<file path="src/rtl/ili9225_spi_receiver_pkg.sv">
// Shared ILI9225 constants and receiver FSM state type.
// Also pulled in by the matching controller.
package ili9225_pkg;

  localparam int H_RES_DEF = 176;
  localparam int V_RES_DEF = 220;

  localparam logic [7:0] REG_GRAM_X = 8'h20;
  localparam logic [7:0] REG_GRAM_Y = 8'h21;
  localparam logic [7:0] REG_GRAM   = 8'h22;

  typedef enum logic [1:0] {
    ST_IDLE,
    ST_INDEX,
    ST_DATA_HI,
    ST_DATA_LO
  } state_t;

endpackage

</file>
<file path="src/rtl/ili9225_spi_receiver_if.sv">
// 4-wire ILI9225 link: chip select, serial clock, data and data/command.
// The controller drives it; the receiver observes it.
interface ili9225_spi_if;

  logic spi_cs;
  logic spi_sck;
  logic spi_mosi;
  logic spi_dc;

  modport master (
    output spi_cs, spi_sck, spi_mosi, spi_dc
  );

  modport slave (
    input spi_cs, spi_sck, spi_mosi, spi_dc
  );

endinterface

</file>
<file path="src/rtl/ili9225_spi_receiver_deser.sv">
// Oversampling SPI mode-0 byte deserializer.
// Flags completed bytes, chip-select release and unfinished bytes.
module spi_slave_deser (
  input  logic       clk,
  input  logic       rst,
  input  logic       i_cs,
  input  logic       i_sck,
  input  logic       i_mosi,
  input  logic       i_dc,
  output logic       o_byte_valid,
  output logic [7:0] o_byte,
  output logic       o_dc,
  output logic       o_cs_rise,
  output logic       o_partial
);

  logic       r_cs_m, r_cs_s, r_cs_d;
  logic       r_sck_m, r_sck_s, r_sck_d;
  logic       r_mosi_m, r_mosi_s;
  logic       r_dc_m, r_dc_s;
  logic [2:0] r_bit_cnt;
  logic [6:0] r_shift;
  logic       w_rise;

  assign w_rise = r_sck_s & ~r_sck_d;

  always_ff @(posedge clk or posedge rst) begin
    if (rst) begin
      r_cs_m    <= 1'b0;
      r_cs_s    <= 1'b0;
      r_cs_d    <= 1'b0;
      r_sck_m   <= 1'b0;
      r_sck_s   <= 1'b0;
      r_sck_d   <= 1'b0;
      r_mosi_m  <= 1'b0;
      r_mosi_s  <= 1'b0;
      r_dc_m    <= 1'b0;
      r_dc_s    <= 1'b0;
      r_bit_cnt <= 3'd0;
      r_shift   <= 7'd0;
    end else begin
      r_cs_m   <= i_cs;
      r_cs_s   <= r_cs_m;
      r_cs_d   <= r_cs_s;
      r_sck_m  <= i_sck;
      r_sck_s  <= r_sck_m;
      r_sck_d  <= r_sck_s;
      r_mosi_m <= i_mosi;
      r_mosi_s <= r_mosi_m;
      r_dc_m   <= i_dc;
      r_dc_s   <= r_dc_m;
      if (r_cs_s) begin
        r_bit_cnt <= 3'd0;
      end else if (w_rise) begin
        r_bit_cnt <= r_bit_cnt + 3'd1;
        r_shift   <= {r_shift[5:0], r_mosi_s};
      end
    end
  end

  // The 8th bit is taken straight from the synchronizer
  assign o_byte_valid = w_rise & ~r_cs_s & (r_bit_cnt == 3'd7);
  assign o_byte       = {r_shift, r_mosi_s};
  assign o_dc         = r_dc_s;
  assign o_cs_rise    = r_cs_s & ~r_cs_d;
  assign o_partial    = (r_bit_cnt != 3'd0);

endmodule

</file>
<file path="src/rtl/ili9225_spi_receiver.sv">
// ILI9225 link decoder: index/register/GRAM pixel reconstruction
// with GRAM address tracking, frame checksum and sticky error flag.
module ili9225_spi_receiver
  import ili9225_pkg::*;
#(
  parameter int         H_RES      = H_RES_DEF,
  parameter int         V_RES      = V_RES_DEF,
  parameter int         RESOLUTION = H_RES_DEF * V_RES_DEF,
  parameter logic [7:0] GRAM_REG   = REG_GRAM
) (
  input  logic         clk,
  input  logic         rst,
  ili9225_spi_if.slave spi,
  output logic         idx_valid,
  output logic [7:0]   idx_byte,
  output logic         reg_valid,
  output logic [7:0]   reg_addr,
  output logic [15:0]  reg_data,
  output logic         pix_valid,
  output logic [15:0]  pix_data,
  output logic [7:0]   pix_x,
  output logic [7:0]   pix_y,
  output logic         frame_done,
  output logic [15:0]  frame_sum,
  output logic         proto_err
);

  logic        w_bv, w_dc, w_cs_rise, w_partial;
  logic [7:0]  w_byte;
  logic [15:0] w_word;
  logic        w_idx_ev, w_hi_ev, w_word_ev, w_err_ev;
  state_t      r_state, w_state_nxt;
  logic        r_idx_seen;
  logic [7:0]  r_hi, r_ac_x, r_ac_y, r_x, r_y;
  logic [15:0] r_pix_cnt;

  spi_slave_deser u_deser (
    .clk          (clk),
    .rst          (rst),
    .i_cs         (spi.spi_cs),
    .i_sck        (spi.spi_sck),
    .i_mosi       (spi.spi_mosi),
    .i_dc         (spi.spi_dc),
    .o_byte_valid (w_bv),
    .o_byte       (w_byte),
    .o_dc         (w_dc),
    .o_cs_rise    (w_cs_rise),
    .o_partial    (w_partial)
  );

  assign w_word = {r_hi, w_byte};

  always_ff @(posedge clk or posedge rst) begin
    if (rst) r_state <= ST_IDLE;
    else     r_state <= w_state_nxt;
  end

  always_comb begin
    w_state_nxt = r_state;
    w_idx_ev    = 1'b0;
    w_hi_ev     = 1'b0;
    w_word_ev   = 1'b0;
    w_err_ev    = 1'b0;
    if (w_cs_rise) begin
      w_state_nxt = ST_IDLE;
      w_err_ev    = w_partial | (r_state == ST_DATA_LO);
    end else if (w_bv) begin
      if (!w_dc) begin
        w_idx_ev    = 1'b1;
        w_state_nxt = ST_DATA_HI;
      end else if (!r_idx_seen) begin
        w_err_ev    = 1'b1;
      end else if (r_state == ST_DATA_LO) begin
        w_word_ev   = 1'b1;
        w_state_nxt = ST_DATA_HI;
      end else begin
        w_hi_ev     = 1'b1;
        w_state_nxt = ST_DATA_LO;
      end
    end
  end

  always_ff @(posedge clk or posedge rst) begin
    if (rst) begin
      idx_valid  <= 1'b0;
      idx_byte   <= 8'd0;
      reg_valid  <= 1'b0;
      reg_addr   <= 8'd0;
      reg_data   <= 16'd0;
      pix_valid  <= 1'b0;
      pix_data   <= 16'd0;
      pix_x      <= 8'd0;
      pix_y      <= 8'd0;
      frame_done <= 1'b0;
      frame_sum  <= 16'd0;
      proto_err  <= 1'b0;
      r_idx_seen <= 1'b0;
      r_hi       <= 8'd0;
      r_ac_x     <= 8'd0;
      r_ac_y     <= 8'd0;
      r_x        <= 8'd0;
      r_y        <= 8'd0;
      r_pix_cnt  <= 16'd0;
    end else begin
      idx_valid  <= 1'b0;
      reg_valid  <= 1'b0;
      pix_valid  <= 1'b0;
      frame_done <= 1'b0;
      if (w_err_ev) proto_err <= 1'b1;
      if (w_hi_ev)  r_hi <= w_byte;
      if (w_idx_ev) begin
        idx_valid  <= 1'b1;
        idx_byte   <= w_byte;
        r_idx_seen <= 1'b1;
        if (w_byte == GRAM_REG) begin
          r_pix_cnt <= 16'd0;
          frame_sum <= 16'd0;
          r_x       <= r_ac_x;
          r_y       <= r_ac_y;
        end
      end
      if (w_word_ev && idx_byte == GRAM_REG) begin
        pix_valid <= 1'b1;
        pix_data  <= w_word;
        pix_x     <= r_x;
        pix_y     <= r_y;
        frame_sum <= frame_sum + w_word;
        if (r_x == 8'(H_RES - 1)) begin
          r_x <= 8'd0;
          r_y <= (r_y == 8'(V_RES - 1)) ? 8'd0 : r_y + 8'd1;
        end else begin
          r_x <= r_x + 8'd1;
        end
        // Saturate so frame_done fires once per GRAM write
        if (r_pix_cnt != 16'(RESOLUTION)) begin
          r_pix_cnt  <= r_pix_cnt + 16'd1;
          frame_done <= (r_pix_cnt == 16'(RESOLUTION - 1));
        end
      end else if (w_word_ev) begin
        reg_valid <= 1'b1;
        reg_addr  <= idx_byte;
        reg_data  <= w_word;
        if (idx_byte == REG_GRAM_X) r_ac_x <= w_byte;
        if (idx_byte == REG_GRAM_Y) r_ac_y <= w_byte;
      end
    end
  end

endmodule
</file>
<file path="src/flat_wrapper.sv">
// flat-port wrapper written by rule: the top's interface ports become plain ports
module ili9225_spi_receiver_flat import ili9225_pkg::*;
#(
  parameter int         H_RES      = H_RES_DEF,
  parameter int         V_RES      = V_RES_DEF,
  parameter int         RESOLUTION = H_RES_DEF * V_RES_DEF,
  parameter logic [7:0] GRAM_REG   = REG_GRAM
)
  (clk, rst, idx_valid, idx_byte, reg_valid, reg_addr, reg_data, pix_valid, pix_data, pix_x, pix_y, frame_done, frame_sum, proto_err, spi_spi_cs, spi_spi_sck, spi_spi_mosi, spi_spi_dc);
  ili9225_spi_if spi_i ();
  input  logic clk;
  input  logic rst;
  output logic idx_valid;
  output logic [7:0] idx_byte;
  output logic reg_valid;
  output logic [7:0] reg_addr;
  output logic [15:0] reg_data;
  output logic pix_valid;
  output logic [15:0] pix_data;
  output logic [7:0] pix_x;
  output logic [7:0] pix_y;
  output logic frame_done;
  output logic [15:0] frame_sum;
  output logic proto_err;
  input wire logic [$bits(spi_i.spi_cs)-1:0] spi_spi_cs;
  input wire logic [$bits(spi_i.spi_sck)-1:0] spi_spi_sck;
  input wire logic [$bits(spi_i.spi_mosi)-1:0] spi_spi_mosi;
  input wire logic [$bits(spi_i.spi_dc)-1:0] spi_spi_dc;
  assign spi_i.spi_cs = spi_spi_cs;
  assign spi_i.spi_sck = spi_spi_sck;
  assign spi_i.spi_mosi = spi_spi_mosi;
  assign spi_i.spi_dc = spi_spi_dc;
  ili9225_spi_receiver #(.H_RES(H_RES), .V_RES(V_RES), .RESOLUTION(RESOLUTION), .GRAM_REG(GRAM_REG)) u_core (.clk(clk), .rst(rst), .spi(spi_i), .idx_valid(idx_valid), .idx_byte(idx_byte), .reg_valid(reg_valid), .reg_addr(reg_addr), .reg_data(reg_data), .pix_valid(pix_valid), .pix_data(pix_data), .pix_x(pix_x), .pix_y(pix_y), .frame_done(frame_done), .frame_sum(frame_sum), .proto_err(proto_err));
endmodule
</file>
<file path="config.mk">
export PLATFORM = sky130hd
export DESIGN_NAME = ili9225_spi_receiver_flat
export DESIGN_NICKNAME = d
export VERILOG_FILES = /design/src/rtl/ili9225_spi_receiver_pkg.sv /design/src/rtl/ili9225_spi_receiver_if.sv /design/src/rtl/ili9225_spi_receiver_deser.sv /design/src/rtl/ili9225_spi_receiver.sv /design/src/flat_wrapper.sv
export SDC_FILE = /design/constraint.sdc
export NUM_CORES = 1
export LEC_CHECK = 0
export BUFFER_PORTS_ARGS = -buffer_cell sky130_fd_sc_hd__buf_2
export CORE_UTILIZATION = 63
export DETAILED_ROUTE_END_ITERATION = 10
export GPL_TIMING_DRIVEN = 0
export MAX_ROUTING_LAYER = met4
export PLACE_DENSITY = 0.85
export SLEW_MARGIN = 20
export SYNTH_ARGS = -nofsm -noshare
export SYNTH_HDL_FRONTEND = slang
export SYNTH_HIERARCHICAL = 1
export SYNTH_SLANG_ARGS = --single-unit
</file>
<file path="constraint.sdc">
create_clock -name clk -period 6.5 [get_ports clk]
set_input_delay 0.65 -clock clk [delete_from_list [all_inputs] [get_ports clk]]
set_output_delay 0.65 -clock clk [all_outputs]
set_load 0.01 [all_outputs]
</file>
After elaboration in Yosys (flattened, before gate mapping)
Index checks and enable logic that the tools add are counted.

word-level totals
  bits in registers = 164
  input port bits = 6
  output and inout port bits = 85
  word-level logic and storage cells = 115

operators by class
  add/subtract/negate cells = 5
  equal/unequal tests = 11
  muxes and demuxes = 46
  bitwise operators = 9
  reduce and logical (&&, ||, !) cells = 12

operators by type and width
  operator                 count
  $mux W16                 7
  $mux W8                  9
  $eq A8 B6 Y1 const B     4
  $mux W1                  24
  $add A16 B1 Y16 const B  1
  $add A16 B16 Y16         1
  $add A8 B1 Y8 const B    2
  $eq A16 B16 Y1 const B   1
  $eq A8 B8 Y1 const B     2
  $ne A16 B16 Y1 const B   1
  $mux W2                  4
  $reduce_and A2 Y1        4
  $reduce_bool A2 Y1       4
  $mux W3                  2
  $reduce_and A3 Y1        2
  $and A1 B1 Y1            4
  $not A1 Y1               4
  $add A3 B1 Y3 const B    1
  $eq A3 B3 Y1 const B     1
  $ne A3 B2 Y1 const B     1
  $reduce_bool A3 Y1       1
  $eq A2 B2 Y1 const B     1
  $logic_and A1 B1 Y1      1
  $or A1 B1 Y1             1

Depth between registers and ports, before layout
  word-level depth = 9
  depth in mapped cells = 12

Hierarchy
Netlist, hierarchy kept.

modules (own cells, without submodules)
  module                times used  cells each  area an instance (sq um)
  ili9225_spi_receiver  1           692         6686.4
  spi_slave_deser       1           47          773.2

Least setup slack after synthesis
OpenSTA, ideal clock, no wires.

  path kind = register -> register
  start = register u_core.u_deser.r_bit_cnt[0]
  end = register u_core.r_ac_x[0]
  setup time = 0.125 ns
  arrival = 2.229 ns
  data required time = 6.375 ns
  setup slack = 4.146 ns
  cell stages (with the launch flop) = 8
  clock period less this slack = 2.354 ns
  cell sequence = dfrtp_1 -> ha_1 -> ha_1 -> and3b_1 -> and4b_1 -> nand2_1 -> nor4_2 -> mux2_2

on the way
  word-level cells in the longest chain between the ends = 7

RTL lines
  element                          line                              text
  start, declared                  ili9225_spi_receiver_deser.sv:21  logic [2:0] r_bit_cnt;
  start signal, assigned           ili9225_spi_receiver_deser.sv:55  r_bit_cnt <= r_bit_cnt + 3'd1;
  $eq A3 B3 Y1 (*)                 ili9225_spi_receiver_deser.sv:62  assign o_byte_valid = w_rise & ~r_cs_s & (r_bit_cnt == 3'd7);
  $and A1 B1 Y1 (*)                ili9225_spi_receiver_deser.sv:62
  net u_core.w_bv                  ili9225_spi_receiver.sv:28        logic w_bv, w_dc, w_cs_rise, w_partial;
  $mux W1 (*)                      ili9225_spi_receiver.sv:67        end else if (w_bv) begin
  $mux W1 (*)                      ili9225_spi_receiver.sv:64        if (w_cs_rise) begin
  $logic_and A1 B1 Y1              ili9225_spi_receiver.sv:122       if (w_word_ev && idx_byte == GRAM_REG) begin
  $not A1 Y1 (no line)             --
  $reduce_and A3 Y1 (no line) (*)  --
  end signal, assigned             ili9225_spi_receiver.sv:143       if (idx_byte == REG_GRAM_X) r_ac_x <= w_byte;
  end, declared                    ili9225_spi_receiver.sv:34        logic [7:0] r_hi, r_ac_x, r_ac_y, r_x, r_y;

Mark *: on every way through the listed nets, which the timed path passes. The rest lies on a longest branch.
A chain may end at the register's enable or synchronous reset.

Final worst setup path
  start = register u_core.u_deser.r_bit_cnt[0]
  end = register u_core.frame_sum[13]

on the way
  word-level cells in the longest chain between the ends = 7

RTL lines
  element                       line                              text
  $eq A3 B3 Y1 (*)              ili9225_spi_receiver_deser.sv:62
  $and A1 B1 Y1 (*)             ili9225_spi_receiver_deser.sv:62
  net u_core.w_bv               ili9225_spi_receiver.sv:28
  $mux W1                       ili9225_spi_receiver.sv:67
  $mux W1                       ili9225_spi_receiver.sv:64
  $logic_and A1 B1 Y1           ili9225_spi_receiver.sv:122
  $reduce_bool A2 Y1 (no line)  --
  $reduce_and A2 Y1 (no line)   --
  end signal, assigned          ili9225_spi_receiver.sv:127       frame_sum <= frame_sum + w_word;
  end, declared                 ili9225_spi_receiver.sv:24        output logic [15:0] frame_sum,

Marks and branches as above.

==> results.py <==
metrics = {
    "logic_synthesis": {
        "synth_top_area_cell": "dfrtp_1",
        "synthFlopType": "dfrtp_1",
        "synthArstFlopShare": 1.00,
        "synth_seq_cells": 164,
        "synth_edf_count": 0,
        "netlist_instances": 739,
        "synth_top_area_frac": 0.550,
        "yosysSeqAreaShare": 0.550,
        "synthTopCellsByArea": "dfrtp_1 55%, nand2_1 10%, mux2_2 4.7%",
        "synth_area_um2": 7460,
        "postSynthAreaPerCell_um2": 10.1,
        "synth_fp_nets": 768,
        "synth.distinct_cells": 57,
        "yosys_warnings": 6,
    },
    "floorplanning": {
        "start_util": 0.651,
        "core.rowCount": 39,
        "die_w_um": 111,
        "core_um2": 11500,
        "die-height_um": 111,
        "die-area_um2": 12300,
        "num_io_pins": 91,
    },
    "global_routing": {
        "grt_pass1_wl_um": 30200,
        "grt.overflow.total": 0,
        "grt_max_degree": 92,
        "first_global_vias": 5978,
        "antenna_found_initial": 0,
        "grt_usage": 0.327,
    },
    "sta": {
        "fmax_mhz": 329,
        "setup_viol": 0,
        "timing.slew.headroom": 0.346,
        "fin_crit_sh": 0.467,
        "final.setup.tns_ns": 0,
        "slew_viol_final": 0,
        "rsz0062_at_grt": "false",
        "hold_viol": 0,
        "min_period_ns": 3.04,
        "worst_slew_pin_slew_ns": 0.972,
        "skew_ns": 0.00740,
    },
    "clock_network": {
        "cts.reportedPaths.clkPinSlew_ns": 0.06,
        "cts_resized": 0,
        "htreeDepth": 4,
        "cts_buffer_depth": 2,
        "post_cts_buffers": 0,
        "ctsHoldBuffers": 0,
        "clock_sinks": 164,
        "tritoncts": "done",
        "cts_buffers": 17,
        "cts_root_buffer": "clkbuf_16",
        "insertion_delay_ns": 0.43,
    },
    "routing": {
        "postRouteWirelength_um": 18600,
        "drc_errors": 0,
        "route.met3.wl_um": 1300,
        "dr.pass1.iters": 5,
        "top_layer_used": "met4",
        "antenna_left": 0,
        "route.met2.wl_um": 9070,
        "wl_per_cell_um": 18.5,
        "vias": 6000,
        "drtIter0Drc": 449,
        "vias_per_cell": 5.98,
        "m1WireLength_um": 7650,
    },
    "pwr": {
        "peakVddDrop_v": 0.000267,
        "leakage_nw": 4.62,
        "power_density_nw_per_um2": 257,
    },
    "cells_and_area": {
        "syn2layout_area_growth_pct": 16.7,
        "antenna_cells": 0,
        "drive_above_1_share": 0.207,
        "final_cells": 1004,
        "fin_nets": 878,
    },
    "critical_path": {
        "end_kind": "register",
        "crit_required_ns": 6.84,
        "crit_family": "simple AND/OR/NAND/NOR gates",
        "startpoint_type": "register",
        "r2r_start": "u_core/u_deser/r_bit_cnt[0]$_DFFE_PP0P_",
        "arrival_ns": 3.37,
        "crit_path_max_incr_delay_ns": 0.53,
        "cp_num_buf_inv": 2,
        "crit_chain": "ha_1, ha_1, and3b_1, and4b_1, and4_1, buf_4, a31oi_2, clkbuf_1, nand2_1, o21ai_0",
        "crit_top_cell": "ha_1",
        "cp-startpoint": "u_core/u_deser/r_bit_cnt[0]$_DFFE_PP0P_",
        "cp_max_fo": 10,
        "crit_type": "reg2reg",
        "slowest_stage": "a31oi_2",
    },
    "min_path": {
        "min_path_type": "in2async",
    },
    "status": {
        "status": "completed",
    },
    "placed_design": {
        "dp_hpwl_um": 12500,
        "globalplace.congestion": 0.907,
        "place_inst": 973,
        "portBuffers": 90,
    },
    "job": {
        "drv_cap": 0,
    },
}
-- flip-flops by register name (all words and copies together) (netlist names), 3 cells and up --
| name | cells |
|---|---|
| u_core/r_ac_y | 8 |
| u_core/r_y | 8 |
| u_core/u_deser/r_shift | 7 |
| u_core/reg_data | 16 |
| u_core/pix_data | 16 |
| u_core/r_ac_x | 8 |
| u_core/r_pix_cnt | 16 |
| u_core/frame_sum | 16 |
| u_core/pix_y | 8 |
| u_core/u_deser/r_bit_cnt | 3 |
| u_core/r_x | 8 |
| u_core/reg_addr | 8 |
| u_core/idx_byte | 8 |
| u_core/r_hi | 8 |
| u_core/pix_x | 8 |
-- logic make-up (layout without fill, tap and decap cells) --
kind of cell             after synthesis  count (layout)  share of synthesized area
AO/OA/AOI/OAI                        118             118                     0.0954
adder cells (fa/ha/maj)               23              23                     0.0396
flip-flops                           164             164                      0.550
AND/OR/NAND/NOR                      319             319                      0.193
buffers and inverters                 52             174                     0.0297
multiplexers                          48              48                     0.0743
XOR/XNOR                              15              15                     0.0176
-- layout by cell type (no fill, tap or decap), drive strengths merged, types with 7 or more instances in the layout --
| cell type | synthesis | routed |
|---|---|---|
| nor2 | 30 | 30 |
| nand3 | 23 | 23 |
| mux2 | 38 | 38 |
| mux2i | 10 | 10 |
| nand4 | 7 | 7 |
| nor2b | 7 | 7 |
| inv | 24 | 25 |
| xor2 | 10 | 10 |
| nor3 | 9 | 9 |
| o21ai | 53 | 53 |
| nand2 | 203 | 203 |
| buf | 7 | 98 |
| ha | 22 | 22 |
| dfrtp | 164 | 164 |
| a21oi | 21 | 21 |
| clkbuf | 21 | 40 |
| and3 | 13 | 13 |
-- worst register-to-register path: stages (launching register included) --
cell and delay [ns]:
dfrtp_1 0.41, ha_1 0.23, ha_1 0.20, and3b_1 0.25, and4b_1 0.27, and4_1 0.19
buf_4 0.18, a31oi_2 0.53, clkbuf_1 0.49, nand2_1 0.10, o21ai_0 0.09
-- cell type report --
class,count,area (um2)
buffer,28,131
clock buffer,19,453
clock inverter,12,130
fill,746,2760
inverter,24,97.6
multi-input combinational,523,3130
sequential,164,4100
tap,143,179
timing repair buffer,91,478
-- final timing paths --
| kind | slack [ns] | endpoint | cells after the start |
|---|---|---|---|
| worst max-delay path | 3.46 | u_core/frame_sum[13]$_DFFE_PP0P_ | 10 |
| worst min-delay path | 0.25 | u_core/idx_byte[0]$_DFFE_PP0P_ | 2 |
| worst max register to register | 3.46 | u_core/frame_sum[13]$_DFFE_PP0P_ | 10 |
| worst min register to register | 0.35 | u_core/u_deser/r_cs_s$_DFF_PP0_ | 0 |
| max in group asynchronous | 5.47 | u_core/r_pix_cnt[15]$_DFF_PP0_ | 3 |
| min in group clk | 0.32 | u_core/u_deser/r_dc_m$_DFF_PP0_ | 1 |
-- cells in the mapped netlist (all sizes together), types with 4 or more instances --
library cell / count
nand2: 203
dfrtp: 164
o21ai: 53
mux2: 38
nor2: 30
inv: 24
nand3: 23
ha: 22
a21oi: 21
clkbuf: 21
and3: 13
mux2i: 10
xor2: 10
nor3: 9
buf: 7
nand4: 7
nor2b: 7
nand2b: 5
nor4: 5
o21a: 5
o22ai: 5
xnor2: 5
a21o: 4
a32oi: 4
o31ai: 4
-- stage by stage --
| stage | total power, mW | area (um2) | utilization | worst slack, ns | hold WS (ns) |
|---|---|---|---|---|---|
| 6_report | 2.24 | 8710 | 0.759 | 3.46 | 0.250 |
| 3_3_place_gp | 1.25 | 8090 | 0.705 | 0.623 | 0.331 |
| 4_1_cts | 2.24 | 8710 | 0.759 | 3.55 | 0.265 |
| 3_5_place_dp | 1.27 | 8120 | 0.708 | 3.58 | 0.346 |
| 2_1_floorplan | 1.20 | 7460 | - | 1.98 | 0.331 |
| 5_1_grt | 2.30 | 8710 | 0.759 | 3.34 | 0.275 |
-- layer usage --
metal / vias up / GRT usage
met2: 266 / 0.518
met1: 2943 / 0.410
met3: 57 / 0.0585
li1: 2734 / -
met4: 0 / 0.158
met5: - / -
-- where the power goes --
group	switching (mW)	internal, mW
combinational	0.0715	0.0616
clock	0.400	0.582
sequential	0.0814	1.04
total	0.552	1.69
(Power assumes the default switching activity.)
